===== config.mk =====
export PLATFORM = sky130hd
export DESIGN_NAME = ant_dir_picker
export DESIGN_NICKNAME = d
export VERILOG_FILES = /design/src/rtl/ant_dir_picker_pkg.sv /design/src/rtl/ant_dir_picker_weight_sum8.sv /design/src/rtl/ant_dir_picker.sv
export SDC_FILE = /design/constraint.sdc
export NUM_CORES = 1
export LEC_CHECK = 0
export ABC_AREA = 1
export CAP_MARGIN = 20
export CORE_MARGIN = 2
export CORE_UTILIZATION = 35
export DETAILED_ROUTE_END_ITERATION = 12
export DONT_BUFFER_PORTS = 1
export GPL_TIMING_DRIVEN = 0
export MAX_ROUTING_LAYER = met4
export PLACE_DENSITY = 0.46
export SLEW_MARGIN = 40
export SYNTH_ARGS = -nofsm -noshare
export SYNTH_HDL_FRONTEND = slang
export SYNTH_HIERARCHICAL = 1
export SYNTH_SLANG_ARGS = --single-unit

===== constraint.sdc =====
create_clock -name Clk -period 5.5 [get_ports Clk]
set_input_delay 0.275 -clock Clk [delete_from_list [all_inputs] [get_ports Clk]]
set_output_delay 0.275 -clock Clk [all_outputs]
set_load 0.1 [all_outputs]

===== src/rtl/ant_dir_picker_pkg.sv =====
// Shared types and sizes for the pheromone-weighted ant direction picker.
package ant_dir_picker_pkg;

  localparam int unsigned NUM_DIRS     = 8;
  localparam int unsigned W_BITS       = 4;
  localparam int unsigned TOTAL_BITS   = 7;
  localparam int unsigned WEIGHTS_BITS = NUM_DIRS * W_BITS;

  typedef logic [2:0]        dir_t;
  typedef logic [W_BITS-1:0] weight_t;

  typedef enum logic [2:0] {
    S_IDLE,
    S_SUM,
    S_DRAW,
    S_WALK,
    S_DONE
  } picker_state_t;

  // Weight of direction k from the packed 8 x 4-bit weight word.
  function automatic weight_t weight_at(input logic [WEIGHTS_BITS-1:0] w, input dir_t k);
    return weight_t'(w >> {k, 2'b00});
  endfunction

endpackage


===== src/rtl/ant_dir_picker_weight_sum8.sv =====
// Combinational sum of eight 4-bit weights into a 7-bit total (max 120).
module ant_dir_picker_weight_sum8
  import ant_dir_picker_pkg::*;
(
  input  logic [WEIGHTS_BITS-1:0] weights,
  output logic [TOTAL_BITS-1:0]   total
);

  always_comb begin
    total = '0;
    for (int unsigned k = 0; k < NUM_DIRS; k++) begin
      total = total + TOTAL_BITS'(weights[k*W_BITS +: W_BITS]);
    end
  end

endmodule


===== src/rtl/ant_dir_picker.sv =====
// Turns the random_8 stream into one pheromone-weighted move direction per request,
// using rejection sampling with a fall-back to the current heading.
module ant_dir_picker
  import ant_dir_picker_pkg::*;
#(
  parameter int unsigned MAX_TRIES = 4
) (
  input  logic                    Clk,
  input  logic                    Reset,
  input  logic                    start,
  input  logic [WEIGHTS_BITS-1:0] weights,
  input  dir_t                    heading,
  input  logic [7:0]              rand_value,
  output logic                    busy,
  output logic                    done,
  output dir_t                    dir
);

  picker_state_t state, next_state;

  logic [WEIGHTS_BITS-1:0] w_q;
  dir_t                    head_q;
  logic [TOTAL_BITS-1:0]   total_q;
  logic [TOTAL_BITS-1:0]   sum_c;
  logic [TOTAL_BITS-1:0]   r_q;
  dir_t                    idx_q;
  logic [7:0]              acc_q;
  logic [3:0]              tries_q;
  dir_t                    pick_q;

  logic    accept_c;
  logic    last_try_c;
  logic    hit_c;
  weight_t cur_w_c;
  logic    unused_bits;

  ant_dir_picker_weight_sum8 u_sum (
    .weights (w_q),
    .total   (sum_c)
  );

  // Bit 7 is dropped so accepted draws are uniform over 0..total-1.
  assign unused_bits = rand_value[7];
  assign accept_c    = rand_value[6:0] < total_q;
  assign last_try_c  = tries_q == 4'(MAX_TRIES - 1);
  assign cur_w_c     = weight_at(w_q, idx_q);
  assign hit_c       = {1'b0, r_q} < (acc_q + 8'(cur_w_c));

  always_ff @(posedge Clk) begin
    if (Reset) state <= S_IDLE;
    else       state <= next_state;
  end

  always_comb begin
    next_state = state;
    case (state)
      S_IDLE: if (start) next_state = S_SUM;
      S_SUM:  next_state = S_DRAW;
      S_DRAW: begin
        if (total_q == '0)  next_state = S_DONE;
        else if (accept_c)  next_state = S_WALK;
        else if (last_try_c) next_state = S_DONE;
      end
      S_WALK: if (hit_c) next_state = S_DONE;
      S_DONE: next_state = S_IDLE;
      default: next_state = S_IDLE;
    endcase
  end

  // Datapath: request latch, total, draw/walk registers and the output registers.
  always_ff @(posedge Clk) begin
    if (Reset) begin
      w_q     <= '0;
      head_q  <= '0;
      total_q <= '0;
      r_q     <= '0;
      idx_q   <= '0;
      acc_q   <= '0;
      tries_q <= '0;
      pick_q  <= '0;
      busy    <= 1'b0;
      done    <= 1'b0;
      dir     <= '0;
    end else begin
      busy <= next_state != S_IDLE;
      done <= state == S_DONE;
      case (state)
        S_IDLE: begin
          if (start) begin
            w_q     <= weights;
            head_q  <= heading;
            tries_q <= '0;
          end
        end
        S_SUM: total_q <= sum_c;
        S_DRAW: begin
          if (total_q == '0) begin
            pick_q <= rand_value[2:0];
          end else if (accept_c) begin
            r_q   <= rand_value[6:0];
            idx_q <= '0;
            acc_q <= '0;
          end else begin
            tries_q <= tries_q + 4'd1;
            if (last_try_c) pick_q <= head_q;
          end
        end
        S_WALK: begin
          if (hit_c) begin
            pick_q <= idx_q;
          end else begin
            acc_q <= acc_q + 8'(cur_w_c);
            idx_q <= idx_q + 3'd1;
          end
        end
        S_DONE: dir <= pick_q;
        default: ;
      endcase
    end
  end

endmodule

==> results of run 1 <==
-- worst paths after layout --
check	start	end	slack (ns)	cells past startpoint
min	weights[31]	w_q[31]	0.1	2
max	w_q[1]	total_q[6]	0.84	20
max reg2reg	w_q[1]	total_q[6]	0.84	20
min reg2reg	head_q[2]	head_q[2]	0.46	2
-- logic make-up (layout without fill, tap and decap cells) --
| family | Yosys count | after routing | synth area share, % |
|---|---|---|---|
| AOI/OAI and AO/OA | 109 | 109 | 12.49 |
| xor gates and xnor gates | 5 | 5 | 0.9612 |
| adders and majority gates | 50 | 50 | 17.35 |
| buffers and inverters | 100 | 116 | 8.923 |
| DFF | 75 | 75 | 32.95 |
| other | 0 | 1 | 0 |
| and+or+nand+nor | 300 | 300 | 27.32 |
-- synth_stat cells, drive strengths merged --
library cell	n	area (um^2)
dfxtp	75	1501
xor2	2	17.52
clkbuf	9	33.78
o21ai	73	365.3
xnor2	3	26.28
nand3	29	155.2
nand3b	1	7.510
a21oi	25	132.6
buf	15	87.58
nor3	2	10.01
clkinv	1	3.750
nand4	4	31.28
ha	28	350.3
o22ai	5	31.28
a31oi	4	25.02
fa	22	440.4
nor2	156	608.1
and3	1	6.260
nand2	102	395.4
or2	5	31.28
inv	75	281.5
a21o	2	15.01
-- where the power goes --
| part | switching (uW) | internal, uW |
|---|---|---|
| Clock | 240 | 396 |
| Sequential | 147 | 669 |
| Combinational | 1030 | 661 |
-- registers in the layout (all words and copies together) (netlist names), 4 cells and up --
signal   flops
w_q         32
acc_q        8
r_q          7
total_q      7
tries_q      4
-- routing by layer --
layer  wire [um]  GRT usage [%]
met1        5379          22.09
met2        6195          32.44
met3         371          3.295
met4         319          8.735
met5           0              -
-- through the flow --
step | hold slack, ns | worst slack, ns | utilization [%] | instances | total power, uW
after floorplan | 0.4245 | 1.257 | - | 639 | 2097
after global placement | 0.4398 | 0.9501 | 37.66 | 811 | 2493
after detailed placement | 0.4508 | 0.8564 | 37.71 | 811 | 2549
after CTS | 0.08480 | 0.8258 | 40.16 | 827 | 3204
after global routing | 0.1095 | 0.5493 | 40.18 | 828 | 3495
final | 0.09793 | 0.8359 | 40.18 | 828 | 3138
-- final cells by class --
type	instances	share of cell area [%]
clock inverter	5	1.524
antenna	1	0.04915
buffer	24	2.384
multi-input combinational	464	52.03
inverter	76	5.603
sequential	75	29.61
clock buffer	11	4.571
tap	172	4.227
==> impl_metrics.ini, run 1 <==
[run_status]
run_status = finished, final reports clean

[drt]
drt-vias-per-instance = 4.760
ant_nets = 0
drc = 0
wirelength_um = 12270
drtIter0Drc = 167
drt_first_pass_iters = 4
dr_total_vias = 3941
wl_per_cell_um = 14.81

[power_and_ir_drop]
power.leakage_uw = 0.002286
power.density_nw_per_um2 = 616.5
peakVddDrop_uv = 290.8

[setup_path]
endpoint_kind = flop
critical_path_class = reg -> reg
arrival_ns = 4.89
critPathRequiredTime_ns = 5.72
start_kind = flop
cp_slowest_cell = fa_1
max_stage_delay_ns = 0.54
cp_max_fo = 3
crit_chain = inv_1 > fa_1 > inv_1 > ha_1 > inv_1 > fa_1 > xnor2_1 > fa_1 > inv_1 > fa_1 > fa_1 > fa_1 > inv_1 > nand2_1 > nand2_1 > nand2_1 > nand2_1 > nand2_1 > o21ai_0 > a21oi_1
cp_num_buf_inv = 5
cp_common_cell = fa_1
critPathTopFamily = adder cells

[logic_synthesis]
yosysSeqAreaShare_pct = 32.95
yosys_register_bits = 75
synth_area_um2 = 4557
syn_nets = 735
synth_warnings = 6
ys_types = 31
synth.avg_cell_area_um2 = 7.131
postSynthCellCount = 639

[clock_tree]
root_buffer = clkbuf_16
cts_repair_resize_count = 0
cts_setup_buffers = 0
cts.clk_slew.worst_paths_ns = 0.06
clockBufferDepth = 2
clock-sinks = 75
h-tree-depth = 3
clk_latency_ns = 0.35
ctsHoldBuffers = 0
cts_tree = done
numCtsBuffers = 9

[grt]
grt.total_usage_pct = 19.15
first_global_vias = 3873
antenna_found_initial = 1
grt_start_max_net_pins = 13
grt-ovfl-total = 0
grt_pass1_wl_um = 19980

[timing]
fin_skew_ns = 0.006117
period_share_pct = 84.80
fin_setup_tns_ns = 0
worst-slew-pin-transition_ns = 0.5599
max_freq_ghz = 0.2144
fin_crit_ns = 4.664
setup-violations-final = 0
rsz0062_at_grt = no
hold_viol_final = 0
max_slew_margin_pct = 62.67
slew_viol_final = 0

[final_layout]
fillCellCount = 1385
syn_to_final_growth_pct = 11.72
fin_area_um2 = 5091
mostFrequentLayoutCells = nor2_1, nand2_1, inv_1
final_common_cell = nor2_1
fin_nets = 746
multi_input_area_um2 = 2649
drive_above_1_share_pct = 8.092
seqCellArea_um2 = 1508

[job]
maxCapViolations = 0

[place]
portBuffers = 0
placed_area_um2 = 4778
gp_congestion = 0.8312
place_hpwl_um = 9560

[floorplanning]
start_util_pct = 35.96
row_count = 41
coreArea_um2 = 12670
die-area_um2 = 13950
ios = 51
die_w_um = 118.1
die_h_um = 118.1

[hold_path]
worstHoldPathType = in -> reg
No activity file was read; power rests on OpenSTA's default activity.
==> run 2, diff against run 1 <==
--- a/config.mk
+++ b/config.mk
@@ -13,7 +13,7 @@
 export DONT_BUFFER_PORTS = 1
 export GPL_TIMING_DRIVEN = 0
 export MAX_ROUTING_LAYER = met4
-export PLACE_DENSITY = 0.46
+export PLACE_DENSITY = 0.48
 export SLEW_MARGIN = 40
 export SYNTH_ARGS = -nofsm -noshare
 export SYNTH_HDL_FRONTEND = slang
==> constraint.sdc (replaced) <==
create_clock -name Clk -period 3.8 [get_ports Clk]
set_input_delay 0.19 -clock Clk [delete_from_list [all_inputs] [get_ports Clk]]
set_output_delay 0.19 -clock Clk [all_outputs]
set_load 0.1 [all_outputs]
==> impl_metrics.ini, run 2 (synthesized netlist as in run 1, its figures left out) <==
[final_layout]
final_common_cell = nor2_1
drive_above_1_share_pct = 12.73
num_antenna_cells = 0
stdcell_count = 832
top_regs = w_q (32), acc_q (8)
mostFrequentLayoutCells = nor2_1, nand2_1, dfxtp_1
fin_util_pct = 41.09
largest_reg_flops = 32
fin_nets = 751
regMostFlops = w_q
syn_to_final_growth_pct = 14.25

[timing]
fin_crit_ns = 4.329
final.setup.worst_slack_ns = -0.5291
max_slew_margin_pct = 56.09
slew_viol_final = 0
rsz0062_at_grt = yes
period_share_pct = 113.9
hold_viol_final = 0
max_freq_ghz = 0.2310
setup-violations-final = 4
worst-slew-pin-transition_ns = 0.6586
fin_setup_tns_ns = -1.731
fin_skew_ns = 0.008055
holdWs_ns = 0.01323

[setup_path]
arrival_ns = 4.55
cp_common_cell = fa_1
endpoint_kind = flop
critPathRequiredTime_ns = 4.02
critPathTopFamily = adder cells
reg2reg_depth = 18
crit_chain = inv_2 > fa_1 > inv_1 > ha_2 > inv_2 > fa_2 > fa_1 > fa_1 > fa_1 > inv_1 > ha_2 > inv_2 > fa_2 > buf_4 > buf_4 > xnor2_2 > o21ai_1 > a21oi_1
critical_path_class = reg -> reg
cp_slowest_cell = fa_2
cp_max_fo = 2
crit_cells = 18
max_stage_delay_ns = 0.53
cp_num_buf_inv = 7
start_kind = flop

[floorplanning]
row_count = 41
die_h_um = 118.1
die-area_um2 = 13950
die_w_um = 118.1
ios = 51
coreArea_um2 = 12670
start_util_pct = 35.96

[grt]
first_global_vias = 3874
grt_pass1_wl_um = 19660
met2_usage_pct = 31.32
grt_busiest_layer = met2
met3_usage_pct = 3.634
grt-ovfl-total = 0
grt_start_max_net_pins = 12
use_met1_pct = 21.73
grt.total_usage_pct = 18.68
antenna_found_initial = 0

[drt]
drc = 0
dr_total_vias = 4026
ant_nets = 0
wl_per_cell_um = 14.61
drt_first_pass_iters = 4
drtIter0Drc = 201
drt-vias-per-instance = 4.839
wirelength_um = 12160

[power_and_ir_drop]
seqPwrFrac_pct = 24.7
pwr-share-clk_pct = 17.9
p_sw_uw = 2148
finalPower_uw = 4795
p_int_uw = 2647
sw_frac_of_total_pct = 44.79
power.leakage_uw = 0.002317
comb_power_share_pct = 57.4
peakVddDrop_uv = 468.3
power.density_nw_per_um2 = 920.9

[clock_tree]
cts.clk_slew.worst_paths_ns = 0.06
clockBufferDepth = 2
numCtsBuffers = 9
clock-sinks = 75
clk_latency_ns = 0.35
h-tree-depth = 3
root_buffer = clkbuf_16
cts_tree = done

[place]
place_hpwl_um = 9396
gp_congestion = 0.8559
dp.cells = 811
portBuffers = 0

[job]
maxCapViolations = 0

[hold_path]
worstHoldPathType = in -> reg
whs_path_depth = 2

[run_status]
violations = negative setup slack
run_status = complete, but fails checks
==> run 2: changes by cell type in the layout (fill, tap and decap cells not counted), moves of 3 or more <==
cell | previous run | this run
o21ai_1 | 3 | 6
a31oi_1 | 4 | 1
buf_4 | 0 | 7
ha_2 | 0 | 3
inv_1 | 72 | 65
fa_2 | 0 | 4
ha_1 | 28 | 24
inv_2 | 3 | 10
dfxtp_2 | 5 | 8
fa_1 | 22 | 18
dfxtp_1 | 70 | 67
o21ai_0 | 70 | 65
==> run 2: per-layer routing <==
| metal | part of all wire [%] | vias to the layer above | wire length, um |
|---|---|---|---|
| li1 | - | 2058 | - |
| met1 | 43 | 1865 | 5170 |
| met2 | 51 | 79 | 6146 |
| met3 | 4.3 | 24 | 524 |
| met4 | 2.6 | 0 | 314 |
| met5 | 0 | - | 0 |
==> run 2: path summary, 6_finish.rpt <==
check	end	start	slack [ns]
setup / recovery	total_q[4]	w_q[9]	-0.53
hold / removal	w_q[12]	weights[12]	0.01
setup reg to reg	total_q[4]	w_q[9]	-0.53
hold reg to reg	head_q[2]	head_q[2]	0.45
==> run 2: layout make-up <==
class                      count  area [um^2]
clock buffer                  14        254.0
buffer                        24        133.9
clock inverter                 2        35.03
multi-input combinational    464         2734
sequential                    75         1511
inverter                      76        285.3
fill                        1364         7465
timing repair buffer           5        37.54
tap                          172        215.2
==> run 2: power groups by stage <==
stage               Sequential (uW)  Combinational, uW  Clock [uW]
floorplan                      1160               1890           0
global placement               1190               2420           0
detailed placement             1200               2480           0
CTS                            1180               2610         877
global route                   1210               3170         917
finish                         1180               2750         860
==> run 2: what timing repair did <==
action / CTS / global route
setup endpoints to repair: 23 / 23
buffers inserted: 4 / 1
hold buffers: 0 / 0
gates resized for setup: 11 / 22
pin swaps: 8 / 2
==> run 2: metrics by stage <==
step	setup WS (ns)	cell area, um^2
after global placement	-0.6230	4781
after CTS	-0.5124	5130
final	-0.5291	5206
after floorplan	-0.3609	4566
after detailed placement	-0.6529	4787
after global routing	-0.6635	5206
==> run 2: worst reg2reg max path: stages (launching register included) <==
cell and delay (ns):
dfxtp_2 0.33, inv_2 0.04, fa_1 0.46, inv_1 0.07, ha_2 0.18, inv_2 0.04, fa_2 0.53, fa_1 0.43
fa_1 0.52, fa_1 0.42, inv_1 0.07, ha_2 0.18, inv_2 0.04, fa_2 0.33, buf_4 0.14, buf_4 0.13
xnor2_2 0.13, o21ai_1 0.12, a21oi_1 0.05
==> run 3, diff against run 2 <==
--- a/config.mk
+++ b/config.mk
@@ -7,13 +7,14 @@
 export LEC_CHECK = 0
 export ABC_AREA = 1
 export CAP_MARGIN = 20
+export CELL_PAD_IN_SITES_DETAIL_PLACEMENT = 1
+export CELL_PAD_IN_SITES_GLOBAL_PLACEMENT = 2
 export CORE_MARGIN = 2
-export CORE_UTILIZATION = 35
+export CORE_UTILIZATION = 33
 export DETAILED_ROUTE_END_ITERATION = 12
 export DONT_BUFFER_PORTS = 1
-export GPL_TIMING_DRIVEN = 0
 export MAX_ROUTING_LAYER = met4
-export PLACE_DENSITY = 0.48
+export PLACE_DENSITY = 0.73
 export SLEW_MARGIN = 40
 export SYNTH_ARGS = -nofsm -noshare
 export SYNTH_HDL_FRONTEND = slang
==> impl_metrics.ini, run 3 (synthesized netlist as in run 1, its figures left out) <==
[timing]
final.setup.worst_slack_ns = -0.4672
worst-slew-pin-transition_ns = 0.6246
fin_crit_ns = 4.267
holdWs_ns = 0.01384
rsz0062_at_grt = yes
period_share_pct = 112.3
fin_skew_ns = 0.007739
slew_viol_final = 0
hold_viol_final = 0
max_freq_ghz = 0.2343
max_slew_margin_pct = 58.36
setup-violations-final = 4

[floorplanning]
die_h_um = 121.5
die-area_um2 = 14760
start_util_pct = 34.14
row_count = 42
ios = 51
coreArea_um2 = 13350
die_w_um = 121.5

[final_layout]
largest_reg_flops = 32
num_antenna_cells = 0
final_common_cell = nor2_1
mostFrequentLayoutCells = nor2_1, nand2_1, o21ai_0
syn_to_final_growth_pct = 17.35
top_regs = w_q (32), acc_q (8)
fin_nets = 757
drive_above_1_share_pct = 14.71
fin_area_um2 = 5348
regMostFlops = w_q

[setup_path]
cp_max_fo = 2
start_kind = flop
max_stage_delay_ns = 0.57
endpoint_kind = flop
crit_chain = inv_2 > fa_1 > inv_2 > ha_4 > inv_2 > fa_2 > fa_1 > fa_1 > fa_1 > inv_2 > ha_4 > inv_2 > fa_2 > inv_1 > nand2_1 > nand2_1 > nand2_1 > nand2_1 > nand2_1 > o21ai_2 > a21oi_2
cp_num_buf_inv = 6
arrival_ns = 4.49
critPathRequiredTime_ns = 4.02
critical_path_class = reg -> reg
cp_slowest_cell = fa_2
critPathTopFamily = adder cells

[grt]
antenna_found_initial = 0
grt.total_usage_pct = 19.24
first_global_vias = 4349
grt-ovfl-total = 0
grt_pass1_wl_um = 21090
grt_start_max_net_pins = 69

[drt]
wl_per_cell_um = 15.27
dr_total_vias = 4069
drc = 0
drt-vias-per-instance = 4.833
drt_first_pass_iters = 4
wirelength_um = 12850
ant_nets = 0
drtIter0Drc = 106

[run_status]
run_status = complete, but fails checks
violations = negative setup slack

[place]
place_hpwl_um = 9830
gp_congestion = 0.8098
placed_area_um2 = 4866
portBuffers = 0

[clock_tree]
clk_latency_ns = 0.35
cts_tree = done
root_buffer = clkbuf_16
h-tree-depth = 3
numCtsBuffers = 9
clock-sinks = 75
clockBufferDepth = 2
cts.clk_slew.worst_paths_ns = 0.06

[hold_path]
worstHoldPathType = in -> reg

[job]
maxCapViolations = 0

[power_and_ir_drop]
power.leakage_uw = 0.002405
finalPower_uw = 5009
peakVddDrop_uv = 391.4
power.density_nw_per_um2 = 936.7
-- run 3: what timing repair did --
item,in CTS,in global routing
hold endpoints to repair,7,0
pin swaps,4,12
hold buffers,1,0
setup buffers,2,5
gates resized for setup,3,24
endpoints found under the setup margin,9,23
cloned,0,1
-- run 3: where the power goes --
part	switching [uW]	internal, uW
registers	209	973
clock network	338	543
logic	1670	1270
total	2220	2790
-- run 3: final timing paths --
path	start	endpoint	slack [ns]	cells after the start
setup / recovery	w_q[1]	total_q[6]	-0.47	21
hold / removal	rand_value[3]	r_q[3]	0.01	2
setup reg to reg	w_q[1]	total_q[6]	-0.47	21
hold reg to reg	pick_q[0]	dir[0]	0.46	2
-- run 3: cell type report --
type / instances / area, um^2
fill: 1711 / 8000
multi-input combinational: 465 / 2760
sequential: 75 / 1515
inverter: 76 / 289.0
timing repair buffer: 34 / 257.7
clock buffer: 12 / 256.5
tap: 176 / 220.2
clock inverter: 4 / 48.80
-- run 3: stage by stage --
stage | cells | setup TNS (ns) | worst slack [ns] | util, %
global route | 842 | -2.249 | -0.6303 | 40.06
floorplan | 639 | -1.177 | -0.3609 | -
finish | 842 | -1.630 | -0.4672 | 40.06
global placement | 817 | -1.533 | -0.4580 | 36.41
CTS | 836 | -1.701 | -0.4745 | 39.00
detailed placement | 817 | -1.858 | -0.5580 | 36.45
-- run 3: metal layers --
| layer | track usage (%) | wire length [um] | share of wire [%] |
|---|---|---|---|
| met1 | 19.30 | 5084 | 40 |
| met2 | 36.20 | 7137 | 56 |
| met3 | 3.571 | 257 | 2.0 |
| met4 | 8.333 | 374 | 2.9 |
| met5 | - | 0 | 0 |
